`src/rtl/unsquish_pkg.sv`:
```
// Shared types and widths for the bit-pair expander on the XOR-network datapath.
package unsquish_pkg;

  localparam int PAIRS_DEF = 16;
  localparam int LANES_DEF = 4;
  localparam int PACKED_W  = 17;
  localparam int WIDE_W    = 33;

  typedef enum logic [1:0] {
    FILL_LO   = 2'b00,
    FILL_HI   = 2'b01,
    FILL_BOTH = 2'b10
  } mode_e;

  typedef enum logic [1:0] {
    IDLE,
    EXPAND,
    DONE
  } state_e;

endpackage

```
`src/rtl/unsquish_expander_if.sv`:
```
// Handshake bundle between the activation stage, the expander and the MAC input register.
interface unsquish_expander_if #(
  parameter int PAIRS = unsquish_pkg::PAIRS_DEF
);
  logic             in_valid;
  logic             in_ready;
  logic [PAIRS:0]   in_data;
  logic [1:0]       mode;
  logic             out_valid;
  logic             out_ready;
  logic [2*PAIRS:0] out_data;
  logic             busy;

  modport slave (
    input  in_valid, in_data, mode, out_ready,
    output in_ready, out_valid, out_data, busy
  );

  modport master (
    output in_valid, in_data, mode, out_ready,
    input  in_ready, out_valid, out_data, busy
  );
endinterface

```
`src/rtl/unsquish_lane.sv`:
```
// One pair-flag expanded to its 2-bit fill pattern; mode 11 is reserved and fills like 10.
module unsquish_lane
  import unsquish_pkg::*;
(
  input  logic       flag_i,
  input  logic [1:0] mode_i,
  output logic [1:0] pair_o
);

  always_comb begin
    pair_o = 2'b00;
    if (flag_i) begin
      case (mode_i)
        FILL_LO: pair_o = 2'b01;
        FILL_HI: pair_o = 2'b10;
        default: pair_o = 2'b11;
      endcase
    end
  end

endmodule

```
`src/rtl/unsquish_expander.sv`:
```
// Serial pair-flag expander: LANES flags per cycle into a 2*PAIRS+1 bit word.
// Optional macro UNSQUISH_ZERO_SKIP_EN ends EXPAND early once no set flags remain.
//
//   state  | meaning
//   IDLE   | in_ready high, waiting for a packed word
//   EXPAND | LANES flags per cycle written into out_data
//   DONE   | out_valid high, out_data held until out_ready
module unsquish_expander
  import unsquish_pkg::*;
#(
  parameter int PAIRS = PAIRS_DEF,
  parameter int LANES = LANES_DEF
) (
  input logic                clk,
  input logic                rst_n,
  unsquish_expander_if.slave bus
);

  localparam int STEPS = PAIRS / LANES;
  localparam int CNT_W = (STEPS > 1) ? $clog2(STEPS) : 1;

  state_e                state_q, state_d;
  logic [PAIRS-1:0]      sr_q, sr_d;
  logic [1:0]            mode_q, mode_d;
  logic [CNT_W-1:0]      cnt_q, cnt_d;
  logic [2*PAIRS:0]      out_q, out_d;
  logic [LANES-1:0][1:0] lane_pair;
  logic [2*PAIRS-1:0]    lane_ext;
  logic                  last_step;

  for (genvar i = 0; i < LANES; i++) begin : g_lane
    unsquish_lane u_lane (
      .flag_i (sr_q[i]),
      .mode_i (mode_q),
      .pair_o (lane_pair[i])
    );
  end

  always_comb begin
    lane_ext                = '0;
    lane_ext[2*LANES-1:0]   = lane_pair;
  end

`ifdef UNSQUISH_ZERO_SKIP_EN
  // Flags still to come are all clear, so the remaining magnitude bits are already zero.
  assign last_step = (cnt_q == CNT_W'(STEPS - 1)) || ((sr_q >> LANES) == '0);
`else
  assign last_step = (cnt_q == CNT_W'(STEPS - 1));
`endif

  always_ff @(posedge clk or negedge rst_n) begin
    if (!rst_n) begin
      state_q <= IDLE;
      sr_q    <= '0;
      mode_q  <= '0;
      cnt_q   <= '0;
      out_q   <= '0;
    end else begin
      state_q <= state_d;
      sr_q    <= sr_d;
      mode_q  <= mode_d;
      cnt_q   <= cnt_d;
      out_q   <= out_d;
    end
  end

  always_comb begin
    state_d = state_q;
    sr_d    = sr_q;
    mode_d  = mode_q;
    cnt_d   = cnt_q;
    out_d   = out_q;
    case (state_q)
      IDLE: begin
        if (bus.in_valid) begin
          sr_d    = bus.in_data[PAIRS-1:0];
          mode_d  = bus.mode;
          out_d   = {bus.in_data[PAIRS], {(2*PAIRS){1'b0}}};
          cnt_d   = '0;
          state_d = EXPAND;
        end
      end
      EXPAND: begin
        out_d[2*PAIRS-1:0] = out_q[2*PAIRS-1:0] | (lane_ext << (2 * LANES * int'(cnt_q)));
        sr_d  = sr_q >> LANES;
        cnt_d = cnt_q + CNT_W'(1);
        if (last_step) begin
          state_d = DONE;
        end
      end
      DONE: begin
        if (bus.out_ready) begin
          state_d = IDLE;
        end
      end
      default: state_d = IDLE;
    endcase
  end

  assign bus.in_ready  = (state_q == IDLE);
  assign bus.out_valid = (state_q == DONE);
  assign bus.busy      = (state_q != IDLE);
  assign bus.out_data  = out_q;

endmodule

```
`src/flat_wrapper.sv`:
```
// flat-port wrapper written by rule: the top's interface ports become plain ports
module unsquish_expander_flat import unsquish_pkg::*;
#(
  parameter int PAIRS = PAIRS_DEF,
  parameter int LANES = LANES_DEF
)
  (clk, rst_n, bus_in_valid, bus_in_data, bus_mode, bus_out_ready, bus_in_ready, bus_out_valid, bus_out_data, bus_busy);
  unsquish_expander_if #(.PAIRS(PAIRS)) bus_i ();
  input logic clk;
  input logic rst_n;
  input wire logic [$bits(bus_i.in_valid)-1:0] bus_in_valid;
  input wire logic [$bits(bus_i.in_data)-1:0] bus_in_data;
  input wire logic [$bits(bus_i.mode)-1:0] bus_mode;
  input wire logic [$bits(bus_i.out_ready)-1:0] bus_out_ready;
  output wire logic [$bits(bus_i.in_ready)-1:0] bus_in_ready;
  output wire logic [$bits(bus_i.out_valid)-1:0] bus_out_valid;
  output wire logic [$bits(bus_i.out_data)-1:0] bus_out_data;
  output wire logic [$bits(bus_i.busy)-1:0] bus_busy;
  assign bus_i.in_valid = bus_in_valid;
  assign bus_i.in_data = bus_in_data;
  assign bus_i.mode = bus_mode;
  assign bus_i.out_ready = bus_out_ready;
  assign bus_in_ready = bus_i.in_ready;
  assign bus_out_valid = bus_i.out_valid;
  assign bus_out_data = bus_i.out_data;
  assign bus_busy = bus_i.busy;
  unsquish_expander #(.PAIRS(PAIRS), .LANES(LANES)) u_core (.clk(clk), .rst_n(rst_n), .bus(bus_i));
endmodule
```
`config.mk`:
```
export PLATFORM = sky130hd
export DESIGN_NAME = unsquish_expander_flat
export DESIGN_NICKNAME = d
export VERILOG_FILES = /design/src/rtl/unsquish_pkg.sv /design/src/rtl/unsquish_expander_if.sv /design/src/rtl/unsquish_lane.sv /design/src/rtl/unsquish_expander.sv /design/src/flat_wrapper.sv
export SDC_FILE = /design/constraint.sdc
export NUM_CORES = 1
export LEC_CHECK = 0
export ABC_CLOCK_PERIOD_IN_PS = 3400
export BUFFER_PORTS_ARGS = -buffer_cell sky130_fd_sc_hd__buf_4
export CORE_MARGIN = 4
export CORE_UTILIZATION = 35
export DETAILED_ROUTE_END_ITERATION = 8
export GPL_TIMING_DRIVEN = 0
export PLACE_DENSITY_LB_ADDON = 0.3
export SYNTH_ARGS = -nofsm -noshare
export SYNTH_HDL_FRONTEND = slang
export SYNTH_HIERARCHICAL = 1
export SYNTH_SLANG_ARGS = --single-unit
```
`constraint.sdc`:
```
create_clock -name clk -period 3.4 [get_ports clk]
set_input_delay 0.68 -clock clk [delete_from_list [all_inputs] [get_ports clk]]
set_output_delay 0.68 -clock clk [all_outputs]
set_load 0.005 [all_outputs]
```
==> results of run 1 <==
## cell usage after synthesis, drive strengths merged
| master | count |
|---|---|
| mux2 | 4 |
| nor4bb | 16 |
| o21a | 4 |
| nor2 | 32 |
| a21boi | 4 |
| a22o | 2 |
| nand4bb | 2 |
| nand4b | 1 |
| a211o | 4 |
| nor2b | 2 |
| o21bai | 1 |
| ha | 1 |
| clkbuf | 4 |
| a21oi | 1 |
| or2 | 1 |
| nand2b | 2 |
| or4b | 1 |
| buf | 12 |
| inv | 38 |
| a221o | 12 |
| nor3b | 5 |
| dfrtp | 55 |
| a211oi | 32 |
## critical path, stage by stage, from the launching register on
cell	delay, ns
dfrtp_1	0.41
buf_4	0.18
buf_4	0.18
or2_2	0.29
inv_1	0.06
buf_4	0.10
## registers in the layout, summed over array words and instances (netlist names)
register / cells
u_core/bus.out_data: 33
u_core/cnt_q: 2
u_core/mode_q: 2
u_core/sr_q: 16
u_core/state_q: 2
## stage by stage
step,hold slack (ns),setup slack (ns)
2_1_floorplan,0.384,1.67
3_3_place_gp,0.493,1.53
3_5_place_dp,0.497,1.51
4_1_cts,0.426,1.17
5_1_grt,0.464,1.08
6_report,0.400,1.19
## worst paths after layout
| kind | depth (start not counted) | from | to | slack, ns |
|---|---|---|---|---|
| setup / recovery | 5 | u_core/state_q[0] | bus_in_ready | 1.19 |
| hold / removal | 1 | rst_n | u_core/bus.out_data[4] | 0.40 |
| setup reg to reg | 4 | u_core/state_q[1] | u_core/bus.out_data[24] | 1.85 |
| hold reg to reg | 1 | u_core/bus.out_data[32] | u_core/bus.out_data[32] | 0.52 |
| max in group asynchronous | 1 | rst_n | u_core/sr_q[6] | 2.53 |
| min in group clk | 1 | u_core/bus.out_data[32] | u_core/bus.out_data[32] | 0.52 |
## final cells by class
class                           count  area [µm²]
Clock buffer                        6        82.6
Tap cell                           99         124
Timing Repair Buffer               58         435
Fill cell                         702        3990
Sequential cell                    55        1380
Buffer                             16        92.6
Inverter                           38         143
Multi-Input combinational cell    127         998
Clock inverter                      2        16.3
## where the power goes
part           total, W  internal (W)  switching [W]
combinational   0.00110      0.000517       0.000579
clock          0.000387      0.000167       0.000220
sequential      0.00100      0.000837       0.000166
total           0.00249       0.00152       0.000966
## cell families (layout without fill, tap and decap cells)
logic type	count (synthesis)	after routing	share of synthesized area [%]
flip-flops	55	55	52.7
adder cells (fa/ha/maj)	1	1	0.479
AND/OR/NAND/NOR	62	62	15.9
buffers and inverters	54	120	9.01
multiplexers	4	4	1.73
AO/OA/AOI/OAI	60	60	20.2
## metal layers
| layer | up-vias | share of wire, % | routed length (µm) | global-route usage, % |
|---|---|---|---|---|
| li1 | 965 | - | - | - |
| met1 | 973 | 49 | 2950 | 21.1 |
| met2 | 53 | 45 | 2710 | 21.9 |
| met3 | 7 | 5.8 | 354 | 3.19 |
| met4 | 0 | 1.0 | 62 | 3.97 |
| met5 | - | 0 | 0 | 0 |
==> results.cfg, run 1 <==
[global_route]
overflow = 0
grt_usage_pct = 14.5
antenna_found_initial = 0
first_global_vias = 1920
grt_max_degree = 56
grt_pass1_wl_um = 10100

[placed_design]
routabilityCongestion = 0.751
dp_hpwl_um = 4230
placed_cells = 393
place_area_um2 = 3170
io_buffers = 58

[setup_path]
path_class = flop to output pin
worstPathRequired_ns = 2.72
arrival_ns = 1.53
critPathLaunchType = flop
worstPathMaxFanout = 10
end_kind = output pin

[cts]
cts_resized = 0
clock_latency_ns = 0.31
clock-sinks = 55
htree_num_levels = 2
clk_pin_slew_ns = 0.10
post_cts_buffers = 0
root_buffer = clkbuf_8
postCtsHoldBufs = 0
tritoncts = done
numCtsBuffers = 5
cts_buffer_depth = 2

[synthesis]
yosysWarnings = 6
synth_cell_types = 29
yosysTopAreaCell = dfrtp_1
syn_inst = 236
ys_seq_area_share_pct = 52.7
syn_area_um2 = 2610
ys_ff_latch = 55
yosys-top-cells-area = dfrtp_1, a211oi_1, nor4bb_1, inv_1, a221o_1
synth_top_area_share_pct = 52.7
syn-num-nets = 260
syn_avg_cell_area_um2 = 11.1

[pwr]
finalPower_w = 0.00249
powerDensity_nw_per_um2 = 761
max-vdd-ir-drop_mv = 0.342
power.leakage_nw = 1.49

[route]
drc = 0
drt-vias-per-instance = 4.98
drtIter0Drc = 96
post_drt_wl_per_cell_um = 15.1
ant_nets = 0
vias = 1998
first_pass_iters = 4
wl_um = 6070

[flow_run]
drv_cap = 0

[floorplan]
die_w_um = 94.4
start_util_pct = 36.0
core_area_um2 = 7250
rows = 31
die_h_um = 94.4
io_pins = 59
dieArea_um2 = 8900

[timing]
hold_viol = 0
setup_tns_ns = 0
slew_violations = 0
setup_viol = 0
finalCriticalPeriod_ns = 2.21
finalCritPeriodShare_pct = 65.1
maxSlewHeadroom_pct = 53.2
rsz0062_at_grt = no
max_freq_mhz = 451
finClkSkew_ns = 0.0111
worst_slew_pin_slew_ns = 0.702

[finish]
antenna_cells = 0
mostFrequentLayoutCells = buf_4, dfrtp_1, inv_1
drive_above_1_share_pct = 31.8
final_util_pct = 45.1
nNetsFinal = 325
layout.cells.non_filler = 401
design_area_um2 = 3270
layout_commonest_cell = buf_4
syn_to_final_growth_pct = 25.2

[run_status]
status = completed

[worst_hold_path]
holdCritPathClass = primary input to asynchronous set/reset pin
No activity file was read; power rests on OpenSTA's default activity.
==> inputs of run 2 (changes only) <==
--- a/config.mk
+++ b/config.mk
@@ -5,7 +5,8 @@
 export SDC_FILE = /design/constraint.sdc
 export NUM_CORES = 1
 export LEC_CHECK = 0
-export ABC_CLOCK_PERIOD_IN_PS = 3400
+export ABC_AREA = 1
+export ABC_CLOCK_PERIOD_IN_PS = 2050
 export BUFFER_PORTS_ARGS = -buffer_cell sky130_fd_sc_hd__buf_4
 export CORE_MARGIN = 4
 export CORE_UTILIZATION = 35
==> constraint.sdc (replaced) <==
create_clock -name clk -period 2.05 [get_ports clk]
set_input_delay 0.41 -clock clk [delete_from_list [all_inputs] [get_ports clk]]
set_output_delay 0.41 -clock clk [all_outputs]
set_load 0.005 [all_outputs]
==> results.cfg, run 2 <==
[pwr]
clkPwrFrac_pct = 11.5
powerDensity_nw_per_um2 = 1530
comb_power_share_pct = 53.4
power.net_switching_w = 0.00233
max-vdd-ir-drop_mv = 0.526
p_sw_share_pct = 43.8
finalPower_w = 0.00532
power.leakage_nw = 1.93
p_int_w = 0.00299
pwr-share-seq_pct = 35.1

[finish]
layout.cells.non_filler = 541
largest_reg_flops = 33
mostFrequentLayoutCells = nand2_1, buf_4, dfrtp_1
layout_commonest_cell = nand2_1
filler_cell_count = 820
multi_input_area_um2 = 1190
final_util_pct = 44.6
antenna_cells = 0
drive_above_1_share_pct = 21.2
syn_to_final_growth_pct = 22.7
seq_area_um2 = 1380
nNetsFinal = 462

[timing]
maxSlewHeadroom_pct = 53.0
finClkSkew_ns = 0.00771
max_freq_mhz = 570
worst_slew_pin_slew_ns = 0.705
finalCriticalPeriod_ns = 1.76
slew_violations = 0
setup_viol = 0
finalCritPeriodShare_pct = 85.6
rsz0062_at_grt = no
setup_tns_ns = 0
hold_viol = 0
whs_ns = 0.135

[global_route]
grt_usage_pct = 14.4
antenna_found_initial = 0
grt_pass1_wl_um = 11400
grt_max_degree = 56
overflow = 0
first_global_vias = 2323

[route]
drc = 0
wl_met3_um = 317
top_layer = met4
ant_nets = 0
met1_length_um = 3100
post_drt_wl_per_cell_um = 12.3
vias = 2438
drtIter0Drc = 207
first_pass_iters = 4
drt-vias-per-instance = 4.51
wl_um = 6660
met2_length_um = 3210

[synthesis]
syn_inst = 374
syn-num-nets = 398
yosysWarnings = 6
syn_area_um2 = 2840
ys_ff_latch = 55
synth_edf_count = 0
syn_avg_cell_area_um2 = 7.58
yosysTopAreaCell = dfrtp_1
synth_cell_types = 20
async_reset_ff_share_pct = 100
synth_most_common_cell = nand2_1
synth_top_area_share_pct = 48.5
synth_flop_cell = dfrtp_1
yosys-top-cells-area = dfrtp_1, nand2_1, nand3_1, o21bai_1, buf_6
ys_seq_area_share_pct = 48.5
synth_common_cells = nand2_1, dfrtp_1, nand3_1, inv_1, o21bai_1

[cts]
numCtsBuffers = 5
tritoncts = done
clk_pin_slew_ns = 0.10
post_cts_buffers = 0
htree_num_levels = 2
cts_buffer_depth = 2
clock_latency_ns = 0.31
clock-sinks = 55
root_buffer = clkbuf_8
cts_resized = 0
postCtsHoldBufs = 0

[setup_path]
worstPathMaxFanout = 10
path_class = flop to output pin
end_kind = output pin
slowest_stage = dfrtp_1
timing.rr.start = u_core/mode_q[0]
reg2reg_to = u_core/bus.out_data[27]
max_stage_delay_ns = 0.48
worstPathRequired_ns = 1.64
ff2ff_path_depth = 6
arrival_ns = 1.35
path_cells = inv_4, buf_2, nor2_1, buf_4
critPathLaunchType = flop
r2r_setup_slack_ns = 0.60

[floorplan]
io_pins = 59
die_w_um = 98.0
die_h_um = 98.0
rows = 32
core_area_um2 = 7810
start_util_pct = 36.3
dieArea_um2 = 9610

[placed_design]
dp_hpwl_um = 4760
routabilityCongestion = 0.790
io_buffers = 57
placed_cells = 533

[flow_run]
drv_cap = 0

[run_status]
status = completed

[worst_hold_path]
holdCritPathClass = primary input to asynchronous set/reset pin
==> run 2: cell count changes after synthesis, sizes merged, moves of 5 or more <==
cell / change
nor4bb: -16
nand2: +201
inv: -8
o21bai: +15
nand3: +35
nor3b: -5
a221o: -12
a211oi: -32
nor2: -22
buf: +5
==> run 2: cell type report <==
type,instances,area share (%)
repair buffers,57,12.3
clock buffers,5,1.98
multi-input cells,271,34.3
clock inverters,3,0.539
well taps,102,3.67
flip-flops and latches,55,39.6
inverters,30,3.31
plain buffers,18,4.31
==> run 2: power groups by stage <==
stage / combinational (W) / clock, W / sequential, W
floorplan: 0.00192 / 0 / 0.00184
global placement: 0.00282 / 0 / 0.00187
detailed placement: 0.00286 / 0 / 0.00189
CTS: 0.00287 / 0.000627 / 0.00187
global route: 0.00325 / 0.000682 / 0.00193
finish: 0.00284 / 0.000613 / 0.00187
==> run 2: critical path, delay by kind of cell, from the launching register on <==
kind	cells	cell delay (ns)
AND/OR/NAND/NOR	1	0.06
buffers and inverters	3	0.50
flip-flops	1	0.48
==> run 2: worst max-delay path by stage <==
stage | startpoint | to | depth (start not counted)
4_1_cts | u_core/state_q[1] | bus_out_valid | 4
5_1_grt | u_core/state_q[1] | bus_out_valid | 4
6_report | u_core/state_q[1] | bus_out_valid | 4
2_1_floorplan | u_core/state_q[1] | bus_out_valid | 3
3_5_place_dp | u_core/state_q[1] | bus_out_valid | 4
3_3_place_gp | u_core/state_q[1] | bus_out_valid | 4
==> run 2: per-layer routing <==
| metal | vias to the layer above | track usage, % |
|---|---|---|
| li1 | 1278 | - |
| met1 | 1100 | 20.6 |
| met2 | 58 | 22.5 |
| met3 | 2 | 3.07 |
| met4 | 0 | 3.19 |
| met5 | - | 0 |
==> run 2: cell families (layout without fill, tap and decap cells) <==
kind of cell | Yosys count | count (layout) | share of synthesized area [%]
and+or+nand+nor | 246 | 246 | 35.0
DFF | 55 | 55 | 48.5
buffers and inverters | 48 | 113 | 9.35
AOI/OAI and AO/OA | 24 | 24 | 6.66
adders and majority gates | 1 | 1 | 0.441
==> run 2: per-stage QoR <==
stage | instance area, µm² | setup slack (ns)
finish | 3480 | 0.294
detailed placement | 3390 | 0.640
floorplan | 2840 | 0.811
CTS | 3480 | 0.282
global route | 3480 | 0.199
global placement | 3390 | 0.631
==> inputs of run 3 (changes only) <==
--- a/config.mk
+++ b/config.mk
@@ -12,6 +12,7 @@
 export CORE_UTILIZATION = 35
 export DETAILED_ROUTE_END_ITERATION = 8
 export GPL_TIMING_DRIVEN = 0
+export MAX_ROUTING_LAYER = met4
 export PLACE_DENSITY_LB_ADDON = 0.3
 export SYNTH_ARGS = -nofsm -noshare
 export SYNTH_HDL_FRONTEND = slang
==> results.cfg, run 3 (synthesis results as in run 2) <==
[pwr]
p_sw_share_pct = 43.8
power.net_switching_w = 0.00233
max-vdd-ir-drop_mv = 0.521
powerDensity_nw_per_um2 = 1530
pwr-share-seq_pct = 35.1
p_int_w = 0.00299
clkPwrFrac_pct = 11.5
comb_power_share_pct = 53.4
power.leakage_nw = 1.93

[setup_path]
path_class = flop to output pin
arrival_ns = 1.35
timing.rr.start = u_core/mode_q[0]
critPathLaunchType = flop
r2r_setup_slack_ns = 0.61
worstPathMaxFanout = 10
reg2reg_to = u_core/bus.out_data[27]
end_kind = output pin
ff2ff_path_depth = 6
worstPathRequired_ns = 1.64

[global_route]
grt_max_degree = 56
grt_usage_pct = 14.8
grt_pass1_wl_um = 11500
first_global_vias = 2322
overflow = 0
antenna_found_initial = 0

[finish]
nNetsFinal = 462
layout_commonest_cell = nand2_1
antenna_cells = 0
largest_reg_flops = 33
drive_above_1_share_pct = 21.2
syn_to_final_growth_pct = 22.7
mostFrequentLayoutCells = nand2_1, buf_4, dfrtp_1

[worst_hold_path]
holdCritPathClass = primary input to asynchronous set/reset pin

[route]
drt-vias-per-instance = 4.57
drc = 0
first_pass_iters = 4
wl_um = 6650
post_drt_wl_per_cell_um = 12.3
ant_nets = 0
drtIter0Drc = 159
vias = 2473

[run_status]
status = completed

[cts]
clock-sinks = 55
post_cts_buffers = 0
cts_resized = 0
numCtsBuffers = 5
clock_latency_ns = 0.31
root_buffer = clkbuf_8
htree_num_levels = 2
clk_pin_slew_ns = 0.10
cts_buffer_depth = 2
tritoncts = done
postCtsHoldBufs = 0

[timing]
finalCritPeriodShare_pct = 85.7
worst_slew_pin_slew_ns = 0.716
hold_viol = 0
finClkSkew_ns = 0.00803
fin_ws_ns = 0.294
setup_viol = 0
slew_violations = 0
maxSlewHeadroom_pct = 52.3
finalCriticalPeriod_ns = 1.76
max_freq_mhz = 569
rsz0062_at_grt = no
setup_tns_ns = 0

[floorplan]
core_area_um2 = 7810
rows = 32
dieArea_um2 = 9610
start_util_pct = 36.3
io_pins = 59
die_w_um = 98.0
die_h_um = 98.0

[placed_design]
place_ws_ns = 0.640
dp_hpwl_um = 4760
routabilityCongestion = 0.801
io_buffers = 57

[flow_run]
drv_cap = 0
==> run 3: cell counts in the layout (fill, tap and decap cells not counted) <==
Identical to the previous run, type by type.
==> run 3: layer usage <==
metal / wire length [µm] / vias to the layer above / GRT usage [%]
li1: - / 1280 / -
met1: 3110 / 1133 / 20.8
met2: 3160 / 56 / 22.4
met3: 317 / 4 / 2.79
met4: 59 / 0 / 3.19
met5: 0 / - / -
==> run 3: cell type report <==
| cell class | count | area, µm² |
|---|---|---|
| Clock buffer | 5 | 68.8 |
| Buffer | 18 | 150 |
| Multi-Input combinational cell | 271 | 1190 |
| Inverter | 30 | 115 |
| Fill cell | 820 | 4330 |
| Timing Repair Buffer | 57 | 428 |
| Sequential cell | 55 | 1380 |
| Tap cell | 102 | 128 |
| Clock inverter | 3 | 18.8 |
==> run 3: power by group through the flow <==
| stage | sequential (W) | clock [W] | combinational, W |
|---|---|---|---|
| 4_1_cts | 0.00187 | 0.000627 | 0.00287 |
| 3_5_place_dp | 0.00189 | 0 | 0.00286 |
| 5_1_grt | 0.00193 | 0.000681 | 0.00325 |
| 3_3_place_gp | 0.00187 | 0 | 0.00282 |
| 6_report | 0.00186 | 0.000613 | 0.00284 |
| 2_1_floorplan | 0.00184 | 0 | 0.00192 |
==> run 3: worst max-delay path by stage <==
| stage | end | slack, ns | cells after the start | start |
|---|---|---|---|---|
| 4_1_cts | bus_out_valid | 0.28 | 4 | u_core/state_q[1] |
| 5_1_grt | bus_out_valid | 0.20 | 4 | u_core/state_q[1] |
| 2_1_floorplan | bus_out_valid | 0.81 | 3 | u_core/state_q[1] |
| 3_3_place_gp | bus_out_valid | 0.63 | 4 | u_core/state_q[1] |
| 6_report | bus_out_valid | 0.29 | 4 | u_core/state_q[1] |
| 3_5_place_dp | bus_out_valid | 0.64 | 4 | u_core/state_q[1] |
==> run 3: per-stage QoR <==
stage / instances / util [%] / power, W / instance area, µm² / hold WS (ns)
final: 541 / 44.6 / 0.00532 / 3480 / 0.132
after detailed placement: 533 / 43.4 / 0.00475 / 3390 / 0.464
after floorplan: 374 / - / 0.00376 / 2840 / 0.114
after CTS: 541 / 44.6 / 0.00537 / 3480 / 0.174
after global placement: 533 / 43.4 / 0.00469 / 3390 / 0.455
after global routing: 541 / 44.6 / 0.00586 / 3480 / 0.179
==> run 3: critical path, stage by stage, from the launching register on <==
cell and delay [ns]:
dfrtp_1 0.47, inv_4 0.14, buf_2 0.23, nor2_1 0.06, buf_4 0.14
